$ cat src/rtl/indicador_jogadores_pkg.sv
// Shared constants and FSM encodings for the player LED indicator.
// The state encodings are also read by the 7-segment debug display decoder.
package indicador_jogadores_pkg;

    localparam int N_JOGADORES = 5;

    localparam logic [2:0] JOGADOR_NENHUM = 3'd7;

    typedef enum logic [1:0] {
        OCIOSO  = 2'd0,
        ACESO   = 2'd1,
        APAGADO = 2'd2,
        FIM     = 2'd3
    } estado_t;

endpackage

$ cat src/rtl/indicador_jogadores_divisor_pisca.sv
// Free-running cycle divider: counts 0..DIV-1 while enabled and flags the terminal count.
// Used both as the idle blink timebase and as the reveal phase timer.
module divisor_pisca #(
    parameter int DIV = 25000000
) (
    input  logic clock,
    input  logic reset,
    input  logic enable,
    input  logic clear,
    output logic tick
);

    localparam int W = (DIV > 1) ? $clog2(DIV) : 1;
    localparam logic [W-1:0] TERMINAL = W'(DIV - 1);

    logic [W-1:0] contador;

    // NOTE: sequential state uses non-blocking assignments so every register samples pre-edge values.
    always_ff @(posedge clock or negedge reset) begin
        if (!reset) begin
            contador <= '0;
        end else if (clear) begin
            contador <= '0;
        end else if (enable) begin
            contador <= (contador == TERMINAL) ? '0 : contador + 1'b1;
        end
    end

    assign tick = enable && (contador == TERMINAL);

endmodule

$ cat src/rtl/indicador_jogadores.sv
// One LED per player seat: solid for alive, blinking for the current turn, dark for dead,
// plus a reveal mode that flashes only the eliminated player's LED a fixed number of times.
module indicador_jogadores #(
    parameter int N_JOGADORES = indicador_jogadores_pkg::N_JOGADORES,
    parameter int DIV_PISCA   = 25000000,
    parameter int N_PISCADAS  = 3
) (
    input  logic                   clock,
    input  logic                   reset,
    input  logic [2:0]             jogador_atual,
    input  logic                   mostra_turno,
    input  logic [N_JOGADORES-1:0] mortes,
    input  logic                   revelar,
    input  logic [2:0]             eliminado,
    output logic [N_JOGADORES-1:0] leds_jogadores,
    output logic                   revelando,
    output logic                   fim_revelacao,
    output logic [1:0]             db_estado
);

    import indicador_jogadores_pkg::*;

    // One extra bit so the flash count can represent N_PISCADAS itself, even when it is 1.
    localparam int WP = $clog2(N_PISCADAS + 1);
    localparam logic [WP-1:0] ULTIMA_PISCADA = WP'(N_PISCADAS - 1);

    estado_t                estado, estado_prox;
    logic                   fase;
    logic [2:0]             indice;
    logic [WP-1:0]          piscadas;
    logic                   tick_base, tick_fase;
    logic                   aceita_revelar;
    logic                   em_ocioso;
    logic [N_JOGADORES-1:0] leds_ocioso, leds_revela;

    assign em_ocioso      = (estado == OCIOSO) || (estado == FIM);
    assign aceita_revelar = (estado == OCIOSO) && revelar;

    divisor_pisca #(.DIV(DIV_PISCA)) u_base (
        .clock  (clock),
        .reset  (reset),
        .enable (em_ocioso),
        .clear  (1'b0),
        .tick   (tick_base)
    );

    divisor_pisca #(.DIV(DIV_PISCA)) u_fase (
        .clock  (clock),
        .reset  (reset),
        .enable (estado == ACESO || estado == APAGADO),
        .clear  (aceita_revelar),
        .tick   (tick_fase)
    );

    always_ff @(posedge clock or negedge reset) begin
        if (!reset) begin
            estado   <= OCIOSO;
            fase     <= 1'b0;
            indice   <= JOGADOR_NENHUM;
            piscadas <= '0;
        end else begin
            estado <= estado_prox;
            if (tick_base) begin
                fase <= ~fase;
            end
            if (aceita_revelar) begin
                indice   <= eliminado;
                piscadas <= '0;
            end else if (estado == APAGADO && tick_fase) begin
                piscadas <= piscadas + 1'b1;
            end
        end
    end

    always_comb begin
        for (int i = 0; i < N_JOGADORES; i++) begin
            leds_ocioso[i] = ~mortes[i];
            if (mostra_turno && jogador_atual == 3'(i) && !mortes[i]) begin
                leds_ocioso[i] = fase;
            end
            // An out-of-range latched index never matches, leaving every LED dark.
            leds_revela[i] = (indice == 3'(i));
        end
    end

    // NOTE: every combinational output gets a default first so no latch is inferred.
    always_comb begin
        estado_prox    = estado;
        leds_jogadores = '0;
        revelando      = 1'b0;
        fim_revelacao  = 1'b0;
        case (estado)
            OCIOSO: begin
                leds_jogadores = leds_ocioso;
                if (revelar) begin
                    estado_prox = ACESO;
                end
            end
            ACESO: begin
                leds_jogadores = leds_revela;
                revelando      = 1'b1;
                if (tick_fase) begin
                    estado_prox = APAGADO;
                end
            end
            APAGADO: begin
                revelando = 1'b1;
                if (tick_fase) begin
                    estado_prox = (piscadas == ULTIMA_PISCADA) ? FIM : ACESO;
                end
            end
            FIM: begin
                leds_jogadores = leds_ocioso;
                fim_revelacao  = 1'b1;
                estado_prox    = OCIOSO;
            end
            default: estado_prox = OCIOSO;
        endcase
        // Outputs go dark the moment reset is asserted, not at the next edge.
        if (!reset) begin
            leds_jogadores = '0;
            revelando      = 1'b0;
            fim_revelacao  = 1'b0;
        end
    end

    assign db_estado = estado;

endmodule

$ cat config.mk
export PLATFORM = sky130hd
export DESIGN_NAME = indicador_jogadores
export DESIGN_NICKNAME = d
export VERILOG_FILES = /design/src/rtl/indicador_jogadores_pkg.sv /design/src/rtl/indicador_jogadores_divisor_pisca.sv /design/src/rtl/indicador_jogadores.sv
export SDC_FILE = /design/constraint.sdc
export NUM_CORES = 1
export LEC_CHECK = 0
export CORE_MARGIN = 2
export CORE_UTILIZATION = 60
export CTS_CLUSTER_DIAMETER = 120
export DETAILED_ROUTE_END_ITERATION = 8
export GPL_TIMING_DRIVEN = 1
export HOLD_SLACK_MARGIN = 0.12
export PLACE_DENSITY = 0.81
export SYNTH_ARGS = -nofsm -noshare
export SYNTH_HDL_FRONTEND = slang
export SYNTH_SLANG_ARGS = --single-unit
$ cat constraint.sdc
create_clock -name clock -period 4.7 [get_ports clock]
set_input_delay 0.705 -clock clock [delete_from_list [all_inputs] [get_ports clock]]
set_output_delay 0.705 -clock clock [all_outputs]
set_load 0.05 [all_outputs]
==> impl_metrics.py <==
metrics = {
    "run_status": {
        "status": "finished clean",
    },
    "global_route": {
        "use_met2": 0.381,
        "grt_usage": 0.242,
        "met3_usage": 0.0349,
        "grt_max_degree": 33,
        "use_met1": 0.349,
        "grt_pass1_wl_mm": 11.6,
        "grt_overflow": 0,
        "grt.busiest_layer": "met2",
        "grt_pass1_vias": 2484,
        "antenna_found_initial": 0,
    },
    "sta": {
        "finalMaxSlewViolations": 0,
        "relSlewSlack": 0.207,
        "setup_viol": 0,
        "fmax_ghz": 0.284,
        "setup_tns_ps": 0,
        "hold_violations": 0,
        "skew_ps": 10.8,
        "fin_crit_ps": 3520,
        "rsz0062_at_grt": "false",
        "fin_crit_sh": 0.749,
        "tightest_slew_ps": 1180,
    },
    "clock_tree": {
        "cts.reportedPaths.clkPinSlew_ps": 70,
        "post-cts-setup-buffers": 0,
        "holdBufCountCts": 0,
        "cts-root-buf": "clkbuf_8",
        "cts_buffer_depth": 2,
        "cts_tree": "yes",
        "clock_latency_ps": 320,
        "cts_max_level": 3,
        "ctsResizeCount": 0,
        "cts_sinks": 58,
        "cts_buffers": 9,
    },
    "cells_and_area": {
        "area_growth_pct": 13.1,
        "layout_commonest_cell": "dfrtp_1",
        "layout-drive-gt1-share": 0.0716,
        "finalNonFillerCells": 447,
        "nNetsFinal": 396,
        "layout_common_cells": "dfrtp_1, nor2_1, nand2_1",
        "antenna_cells": 0,
    },
    "setup_path": {
        "cp-start-kind": "register",
        "criticalPathCategory": "reg2out",
        "cpPeakStageDelay_ps": 800,
        "endpoint_kind": "primary output",
        "crit_chain": "inv_1 -> ha_1 -> a211oi_1 -> a21oi_1 -> nor2_1 -> clkdlybuf4s50_1",
        "crit_required_ps": 3990,
        "critPathMaxFanout": 26,
        "crit_slowest_cell": "clkdlybuf4s50_1",
        "arrival_ps": 2820,
    },
    "place": {
        "dp_cells": 432,
        "io_buffers": 23,
        "hpwlAfterDp_mm": 4.77,
        "gp_congestion": 0.874,
    },
    "synthesis": {
        "ys_seq_area_frac": 0.450,
        "ys_types": 51,
        "ys.flop_type": "dfrtp_1",
        "synthesis.nets": 372,
        "synthesis.area_um2": 3230,
        "synth_edf_count": 0,
        "synthCells": 349,
        "ys_warn_count": 0,
        "avgSynthCellArea_um2": 9.26,
        "ys_ff_latch": 58,
        "async_flop_share": 1.00,
    },
    "detailed_routing": {
        "antenna_left": 0,
        "drc": 0,
        "routedWlPerCell_um": 15.1,
        "drtIter0Drc": 201,
        "viasPerCell": 5.90,
        "vias": 2637,
        "drt-total-wl_mm": 6.73,
        "drtPass1Iterations": 4,
    },
    "flow_run": {
        "cap_violations": 0,
    },
    "floorplan": {
        "num_rows": 26,
        "design.core.area_um2": 5140,
        "fp.dieH_um": 77.4,
        "boundaryPins": 24,
        "start_util": 0.629,
        "dieWidth_um": 77.4,
        "die_area_um2": 5990,
    },
    "power": {
        "leakagePower_uw": 0.00165,
        "p_per_area_nw_per_um2": 448,
        "irDropWorstVdd_v": 0.000229,
    },
    "hold_path": {
        "hold_path.class": "in2async",
    },
}
==> flip-flops by register name, summed over array words and instances, names as in the netlist <==
signal	count
db_estado	2
fase	1
indice	3
piscadas	2
u_base.contador	25
u_fase.contador	25
==> synth_stat cells (2+ instances only) <==
library cell | count | area share
and4_1 | 4 | 0.011
nand4b_1 | 3 | 0.0081
nand3_1 | 21 | 0.033
inv_1 | 8 | 0.0093
a311oi_1 | 2 | 0.0054
o21ai_0 | 6 | 0.0093
xnor2_1 | 12 | 0.033
a31oi_1 | 5 | 0.0097
clkbuf_1 | 5 | 0.0058
dfstp_2 | 3 | 0.024
o31ai_1 | 2 | 0.0046
nor2b_1 | 3 | 0.0058
or4_1 | 2 | 0.0046
buf_4 | 3 | 0.0070
buf_6 | 2 | 0.0070
nand4_1 | 15 | 0.029
o211ai_1 | 3 | 0.0070
nor2_1 | 51 | 0.059
mux2i_1 | 2 | 0.0062
nand3b_1 | 5 | 0.012
a21oi_1 | 6 | 0.0093
and3_1 | 8 | 0.015
ha_1 | 8 | 0.031
nand2_1 | 41 | 0.048
and2_1 | 4 | 0.0077
xor2_1 | 28 | 0.076
or3_1 | 3 | 0.0058
nor4_1 | 9 | 0.017
dfrtp_1 | 55 | 0.43
nand2b_1 | 7 | 0.014
nor3_1 | 3 | 0.0046
==> per-layer routing <==
layer  wire length [µm]  up-vias  part of all wire
met4                 63        0            0.0094
met5                  0        -                 0
met1               3240     1282              0.48
met3                329        5             0.049
met2               3100       75              0.46
li1                   -     1275                 -
==> cell families after synthesis <==
| logic type | count (synthesis) | synth area share |
|---|---|---|
| simple gates | 189 | 0.304 |
| xor+xnor | 40 | 0.108 |
| flops | 58 | 0.450 |
| buf+inv | 20 | 0.0321 |
| compound gates | 32 | 0.0674 |
| fa+ha+maj | 8 | 0.0310 |
| mux | 2 | 0.00620 |
==> path summary, 6_finish.rpt <==
kind | from | to | slack (ps) | depth (start not counted)
worst max-delay path | db_estado[1] | leds_jogadores[0] | 1180 | 6
worst min-delay path | reset | u_fase.contador[14] | 280 | 1
worst max register to register | db_estado[1] | u_fase.contador[22] | 1510 | 7
worst min register to register | indice[2] | indice[2] | 470 | 2
max in group asynchronous | reset | indice[0] | 3670 | 2
min in group clock | indice[2] | indice[2] | 470 | 2
==> worst max-delay path: cells and delay by family (launching register included) <==
family,cells,cell delay [ps]
AOI/OAI and AO/OA,2,450
adders and majority gates,1,570
buffers and inverters,2,920
DFF,1,440
and+or+nand+nor,1,100
==> power breakdown <==
part | internal [µW] | switching [µW] | leakage, µW
combinational | 212 | 374 | 0.000784
clock | 215 | 184 | 0.0000920
sequential | 575 | 78.9 | 0.000775
total | 1000 | 637 | 0.00165
==> through the flow <==
| step | cell area [µm²] | utilization | power [µW] | hold WS, ps | worst slack (ps) |
|---|---|---|---|---|---|
| 2_1_floorplan | 3230 | - | 1090 | 409 | 1450 |
| 3_3_place_gp | 3480 | 0.678 | 1220 | 457 | 1330 |
| 3_5_place_dp | 3480 | 0.678 | 1250 | 461 | 1310 |
| 4_1_cts | 3650 | 0.711 | 1640 | 278 | 1150 |
| 5_1_grt | 3650 | 0.711 | 1740 | 286 | 987 |
| 6_report | 3650 | 0.711 | 1640 | 279 | 1180 |
==> layout make-up <==
class | count | area, µm²
repair buffers | 25 | 240
clock inverters | 3 | 15.0
well taps | 70 | 87.6
flip-flops and latches | 58 | 1460
clock buffers | 12 | 155
multi-input cells | 271 | 1670
fillers | 405 | 1490
inverters | 8 | 30.0
No activity file was read; power rests on OpenSTA's default activity.
